--- src/rtl/switches_pkg.sv ---
// Shared constants, mode encoding and cycle-count helper for the switch/LED debounce block.
package switches_pkg;

    localparam int CLK_HZ              = 25_000_000;
    localparam int DEBOUNCE_MS_DEFAULT = 10;

    typedef enum logic {
        MODE_PASS   = 1'b0,
        MODE_TOGGLE = 1'b1
    } mode_e;

    function automatic int ms_to_cycles(input int ms);
        return (CLK_HZ / 1000) * ms;
    endfunction

endpackage

--- src/rtl/debounce_filter.sv ---
// One switch channel: input synchroniser, stability counter, accepted level and edge strobes.
module debounce_filter
    import switches_pkg::*;
#(
    parameter int DEBOUNCE_LIMIT = ms_to_cycles(DEBOUNCE_MS_DEFAULT),
    parameter int SYNC_STAGES    = 2
) (
    input  logic clk,
    input  logic rst,
    input  logic switch_raw,
    output logic stable_r,
    output logic press_r,
    output logic release_r
);

    localparam int             CW       = $clog2(DEBOUNCE_LIMIT + 1);
    localparam logic [CW-1:0]  LAST_CNT = CW'(DEBOUNCE_LIMIT - 1);

    logic [SYNC_STAGES-1:0] sync_r;
    logic [CW-1:0]          count_r;
    logic                   sync_s;
    logic                   accept_s;

    // Pick the synchronised level and decide whether it has been stable long enough.
    always_comb begin
        sync_s   = sync_r[SYNC_STAGES-1];
        accept_s = (sync_s != stable_r) && (count_r == LAST_CNT);
    end

    // Synchroniser shift, stability counter and accepted level with its strobes.
    always_ff @(posedge clk) begin
        if (rst) begin
            sync_r    <= {SYNC_STAGES{1'b0}};
            count_r   <= {CW{1'b0}};
            stable_r  <= 1'b0;
            press_r   <= 1'b0;
            release_r <= 1'b0;
        end else begin
            sync_r    <= {sync_r[SYNC_STAGES-2:0], switch_raw};
            press_r   <= 1'b0;
            release_r <= 1'b0;
            // Any return to the accepted level restarts the count, so short glitches never land.
            if (sync_s == stable_r) begin
                count_r <= {CW{1'b0}};
            end else if (accept_s) begin
                stable_r  <= sync_s;
                count_r   <= {CW{1'b0}};
                press_r   <= sync_s;
                release_r <= ~sync_s;
            end else begin
                count_r <= count_r + CW'(1);
            end
        end
    end

endmodule

--- src/rtl/debounced_switches_to_leds.sv ---
// Per-channel debounced switches driving LEDs, either following the switch or toggling on release.
module debounced_switches_to_leds
    import switches_pkg::*;
#(
    parameter int NUM_CH         = 4,
    parameter int DEBOUNCE_LIMIT = ms_to_cycles(DEBOUNCE_MS_DEFAULT),
    parameter int SYNC_STAGES    = 2
) (
    input  logic              i_Clk,
    input  logic              i_Rst,
    input  logic [NUM_CH-1:0] i_Switch,
    input  logic              i_Toggle_Mode,
    output logic [NUM_CH-1:0] o_LED,
    output logic [NUM_CH-1:0] o_Press,
    output logic [NUM_CH-1:0] o_Release
);

    logic [NUM_CH-1:0] stable_s;
    logic [NUM_CH-1:0] press_s;
    logic [NUM_CH-1:0] release_s;
    logic [NUM_CH-1:0] toggle_r;
    logic [NUM_CH-1:0] toggle_next_s;
    logic [NUM_CH-1:0] led_next_s;
    logic [NUM_CH-1:0] led_r;
    mode_e             mode_s;

    for (genvar ch = 0; ch < NUM_CH; ch++) begin : g_ch
        debounce_filter #(
            .DEBOUNCE_LIMIT (DEBOUNCE_LIMIT),
            .SYNC_STAGES    (SYNC_STAGES)
        ) u_filter (
            .clk        (i_Clk),
            .rst        (i_Rst),
            .switch_raw (i_Switch[ch]),
            .stable_r   (stable_s[ch]),
            .press_r    (press_s[ch]),
            .release_r  (release_s[ch])
        );
    end

    // Next toggle state and LED source; toggle mode shows the post-release value immediately.
    always_comb begin
        mode_s        = mode_e'(i_Toggle_Mode);
        toggle_next_s = toggle_r ^ release_s;
        led_next_s    = stable_s;
        case (mode_s)
            MODE_PASS:   led_next_s = stable_s;
            MODE_TOGGLE: led_next_s = toggle_next_s;
            default:     led_next_s = stable_s;
        endcase
    end

    // Toggle history runs in both modes so switching modes never loses it.
    always_ff @(posedge i_Clk) begin
        if (i_Rst) begin
            toggle_r <= {NUM_CH{1'b0}};
            led_r    <= {NUM_CH{1'b0}};
        end else begin
            toggle_r <= toggle_next_s;
            led_r    <= led_next_s;
        end
    end

    assign o_LED     = led_r;
    assign o_Press   = press_s;
    assign o_Release = release_s;

endmodule
--- config.mk ---
export PLATFORM = sky130hd
export DESIGN_NAME = debounced_switches_to_leds
export DESIGN_NICKNAME = d
export VERILOG_FILES = /design/src/rtl/switches_pkg.sv /design/src/rtl/debounce_filter.sv /design/src/rtl/debounced_switches_to_leds.sv
export SDC_FILE = /design/constraint.sdc
export NUM_CORES = 1
export LEC_CHECK = 0
export CELL_PAD_IN_SITES_DETAIL_PLACEMENT = 0
export CELL_PAD_IN_SITES_GLOBAL_PLACEMENT = 1
export CORE_MARGIN = 2
export CORE_UTILIZATION = 48
export CTS_BUF_LIST = sky130_fd_sc_hd__clkbuf_4 sky130_fd_sc_hd__clkbuf_8
export DETAILED_ROUTE_END_ITERATION = 7
export PLACE_DENSITY = 0.85
export REMOVE_ABC_BUFFERS = 1
export SLEW_MARGIN = 20
export SYNTH_ARGS = -nofsm -noshare
export SYNTH_HDL_FRONTEND = slang
export SYNTH_SLANG_ARGS = --single-unit
--- constraint.sdc ---
create_clock -name i_Clk -period 2.33 [get_ports i_Clk]
set_input_delay 0.699 -clock i_Clk [delete_from_list [all_inputs] [get_ports i_Clk]]
set_output_delay 0.699 -clock i_Clk [all_outputs]
set_load 0.03 [all_outputs]
* After elaboration in Yosys (flattened, before gate mapping)
Cells that the tools add are included.
Operators by class: equality and inequality tests 12, bitwise gates (word level) 14, mux-type cells 1, reductions and logical operators 16, $add $sub $neg 4
Operator list (count):
- adder 18 x 1 -> 18 bit (second input constant) | 4
- equality test 18 bit (second input constant) | 4
- OR reduction 3 bit | 8
- NOT 1 bit | 13
- case mux 4 bit (2 select lines) | 1
- AND reduction 2 bit | 4
- equality test 1 bit | 4
- logical AND 1 bit | 4
- inequality test 1 bit | 4
- XOR 4 bit | 1
Word-level totals: bits of input ports 7, output and inout bits 12, flip-flop bits (word level) 100, logic and storage cells 69

* Longest topological paths before layout
depth after elaboration 4, gate-level depth with buffers 6, depth with buffers taken out 5

* Cells and area by module
Synthesis repeated with hierarchy kept, for this count alone.
Second synthesis, totals: cell total of the unflattened synthesis 462, area total of the unflattened synthesis 4235.3 um2
By module, submodules not included:
- debounce_filter | cells each 109, area each 992.2 um2, times used 4, sequential area each 460.4 um2
- debounced_switches_to_leds | cells each 26, area each 266.5 um2, times used 1, sequential area each 160.2 um2

* Least setup slack after synthesis
OpenSTA, ideal clock, no wires.
path type register -> register, from reg g_ch[1].u_filter.count_r[0], to reg g_ch[1].u_filter.count_r[16], slack 0.439 ns, stages on the path, launching flop included 7, buffers on the path 1, library setup time 0.115 ns, required time 2.215 ns, arrival 1.776 ns, clock period less this slack 1.891 ns, cells stage by stage dfxtp_1 ha_1 nand3_1 or4_1 o21ai_2 buf_4 nor2_1
On the way: cells in the longest elaborated chain, start to end 3, elaborated cells on any way between the ends 4, those cells by class add/sub (1); eq/ne (1); reduce/logical (2)
RTL lines:
- start: declaration | line debounce_filter.sv:20 | logic [CW-1:0] count_r;
- start signal: assignment | line debounce_filter.sv:34 | count_r <= {CW{1'b0}};
- start signal: assignment | line debounce_filter.sv:44 | count_r <= {CW{1'b0}};
- start signal: assignment | line debounce_filter.sv:47 | count_r <= {CW{1'b0}};
- branches (longest 3 deep; another with adder 18 x 1 -> 18 bit)
Parallel ways; which one is timed is not known. A chain may end at the register's enable or synchronous reset.

* Final worst setup path
from reg g_ch[1].u_filter.release_r, to out o_Release[1]
RTL lines:
- start: declaration | line debounce_filter.sv:13 | output logic release_r
- start signal: assignment | line debounce_filter.sv:49 | release_r <= ~sync_s;
- end: declaration | line debounced_switches_to_leds.sv:15 | output logic [NUM_CH-1:0] o_Release
No word-level cell between the ends.

==> results.sh <==
export IMPL_syn_area_per_cell_um2=9.129
export IMPL_p_per_area_nw_per_um2=626.6
export IMPL_drtAntennaViolNets=0
export IMPL_critPathKind="reg2out"
export IMPL_drt_initial_drc_count=76
export IMPL_ys_types=41
export IMPL_holdBufCountCts=0
export IMPL_initial_core_util_pct=48.76
export IMPL_min_period_ns=2.100
export IMPL_status="complete, no violations"
export IMPL_grt_max_degree=19
export IMPL_arrival_ns=1.40
export IMPL_fmax_mhz=476.2
export IMPL_place_ws_ns=0.2106
export IMPL_critPathMaxStageDelay_ns=0.69
export IMPL_die_x_um=97.44
export IMPL_ctsRootBufferMaster="clkbuf_8"
export IMPL_antenna_found_initial=0
export IMPL_total_power_mw=2.928
export IMPL_mostFrequentLayoutCells="dfxtp_1 (100), nor2_1 (88), xnor2_1 (49)"
export IMPL_crit_buf_inv=1
export IMPL_dp_hpwl_um=5008
export IMPL_maxSlewViolCount=0
export IMPL_clk_latency_ns=0.34
export IMPL_vias=3034
export IMPL_synth_top_area_share_pct=47.78
export IMPL_ioPinCount=19
export IMPL_final_cell_count_no_fill=590
export IMPL_synth_seq_area_share_pct=47.78
export IMPL_route_detailed_drc=0
export IMPL_dieArea_um2=9494
export IMPL_maxCapViolCount=0
export IMPL_cp_end_kind="output pin"
export IMPL_netlist_area_um2=4190
export IMPL_grt_usage_pct=15.64
export IMPL_fin_ws_ns=0.2301
export IMPL_start_kind="flip-flop"
export IMPL_fin_setup_tns_ns=0
export IMPL_place_gp_congestion=0.7423
export IMPL_critPathMaxFanout=2
export IMPL_mostFrequentLayoutCell="dfxtp_1"
export IMPL_diodes=0
export IMPL_drt_wl_total_um=7070
export IMPL_place_inst=574
export IMPL_power_leakage_nw=1.388
export IMPL_critPathRequiredTime_ns=1.63
export IMPL_setup_viol=0
export IMPL_grt_pass1_wl_um=12490
export IMPL_post_route_period_util_pct=90.12
export IMPL_fill_cells=782
export IMPL_die_h_um=97.44
export IMPL_cts_num_sinks=100
export IMPL_cts_path_max_buffers=2
export IMPL_clk_pin_slew_ns=0.09
export IMPL_rsz0062_at_grt="false"
export IMPL_avgRoutedWirePerCell_um=11.98
export IMPL_synth_largest_area_cell="dfxtp_1"
export IMPL_hold_viol_final=0
export IMPL_final_nets=488
export IMPL_vias_per_cell=5.142
export IMPL_rows=34
export IMPL_ys_warn_count=0
export IMPL_cts_htree_levels=3
export IMPL_coreArea_um2=8593
export IMPL_netlist_top_cells_area="dfxtp_1 (48%), xnor2_1 (10%), nor2_1 (7.9%)"
export IMPL_slowest_stage="clkdlybuf4s50_1"
export IMPL_port_buffers=18
export IMPL_critPathTopFamily="buffers and inverters"
export IMPL_overflow=0
export IMPL_hold_class="reg2reg"
export IMPL_cts_resized=0
export IMPL_cts_buffers=9
export IMPL_cts_tree="done"
export IMPL_layout_drive_gt1_share_pct=6.846
export IMPL_ys_ff_latch=100
export IMPL_cts_setup_buffers=0
export IMPL_fin_skew_ns=0.01170
export IMPL_crit_chain="clkdlybuf4s50_1"
export IMPL_grt_pass1_vias=2790
export IMPL_relSlewSlack_pct=51.44
export IMPL_first_pass_iters=4
export IMPL_area_growth_pct=11.50
export IMPL_vdd_drop_max_uv=366.6
export IMPL_syn_inst=459
export IMPL_holdWs_ns=0.4415
export IMPL_tightest_slew_ns=0.7284
stage by stage:
step,util [%],cell area (um^2)
CTS,54.37,4672
global route,54.37,4672
floorplan,-,4074
global placement,51.92,4462
detailed placement,51.92,4462
finish,54.37,4672
flip-flops by register name (all words and copies together), names as in the netlist:
signal / count
toggle_r: 4
g_ch.u_filter.sync_r: 8
o_LED: 4
g_ch.u_filter.press_r: 4
g_ch.u_filter.count_r: 72
g_ch.u_filter.release_r: 4
g_ch.u_filter.stable_r: 4
logic make-up after synthesis:
family,synth area share [%]
XOR/XNOR,13.59
adder cells (fa/ha/maj),1.194
AND/OR/NAND/NOR,28.61
flip-flops,47.78
AO/OA/AOI/OAI,3.942
multiplexers,0.9555
buffers and inverters,3.941
Yosys cell counts, drive strengths merged:
library cell  count
dfxtp           100
nor2             89
xnor2            49
nand3            25
nand4            22
nor4             19
xor2             16
nand2            14
buf              13
inv              13
nor3             12
a21oi             9
nor2b             8
o21ai             8
or4               7
clkbuf            6
or3               6
and3              5
nand2b            5
nor4b             5
a211oi            4
and4              4
ha                4
mux2i             4
and3b             3
o31ai             2
or4b              2
and2              1
o41ai             1
or2               1
or2b              1
or3b              1
area by class of cell:
| type | instances | area (um^2) | share of cell area (%) |
|---|---|---|---|
| clock buffers | 13 | 166.4 | 3.562 |
| flip-flops and latches | 100 | 2002 | 42.85 |
| multi-input cells | 327 | 2023 | 43.30 |
| well taps | 108 | 135.1 | 2.892 |
| clock inverters | 3 | 43.79 | 0.9373 |
| inverters | 13 | 48.80 | 1.044 |
| repair buffers | 26 | 252.7 | 5.410 |
metal layers:
metal / track usage (%) / up-vias / routed length (um)
met5: 0 / - / 0
met3: 2.734 / 9 / 225
met1: 21.49 / 1384 / 3605
li1: - / 1608 / -
met4: 5.983 / 0 / 75
met2: 24.62 / 33 / 3164
final timing paths:
check / from / endpoint / slack, ns / cells after the start
max: g_ch[1].u_filter.release_r / o_Release[1] / 0.23 / 1
min: g_ch[3].u_filter.sync_r[0] / g_ch[3].u_filter.sync_r[1] / 0.44 / 1
max reg2reg: g_ch[0].u_filter.count_r[0] / g_ch[0].u_filter.count_r[3] / 0.28 / 5
min reg2reg: g_ch[3].u_filter.sync_r[0] / g_ch[3].u_filter.sync_r[1] / 0.44 / 1
report_power, final:
group	switching, mW	leakage (nW)	internal, mW
Clock	0.555	0.111	0.583
Combinational	0.0336	0.469	0.0307
Sequential	0.00655	0.808	1.72
Total	0.595	1.39	2.33
No activity file was read; power rests on OpenSTA's default activity.
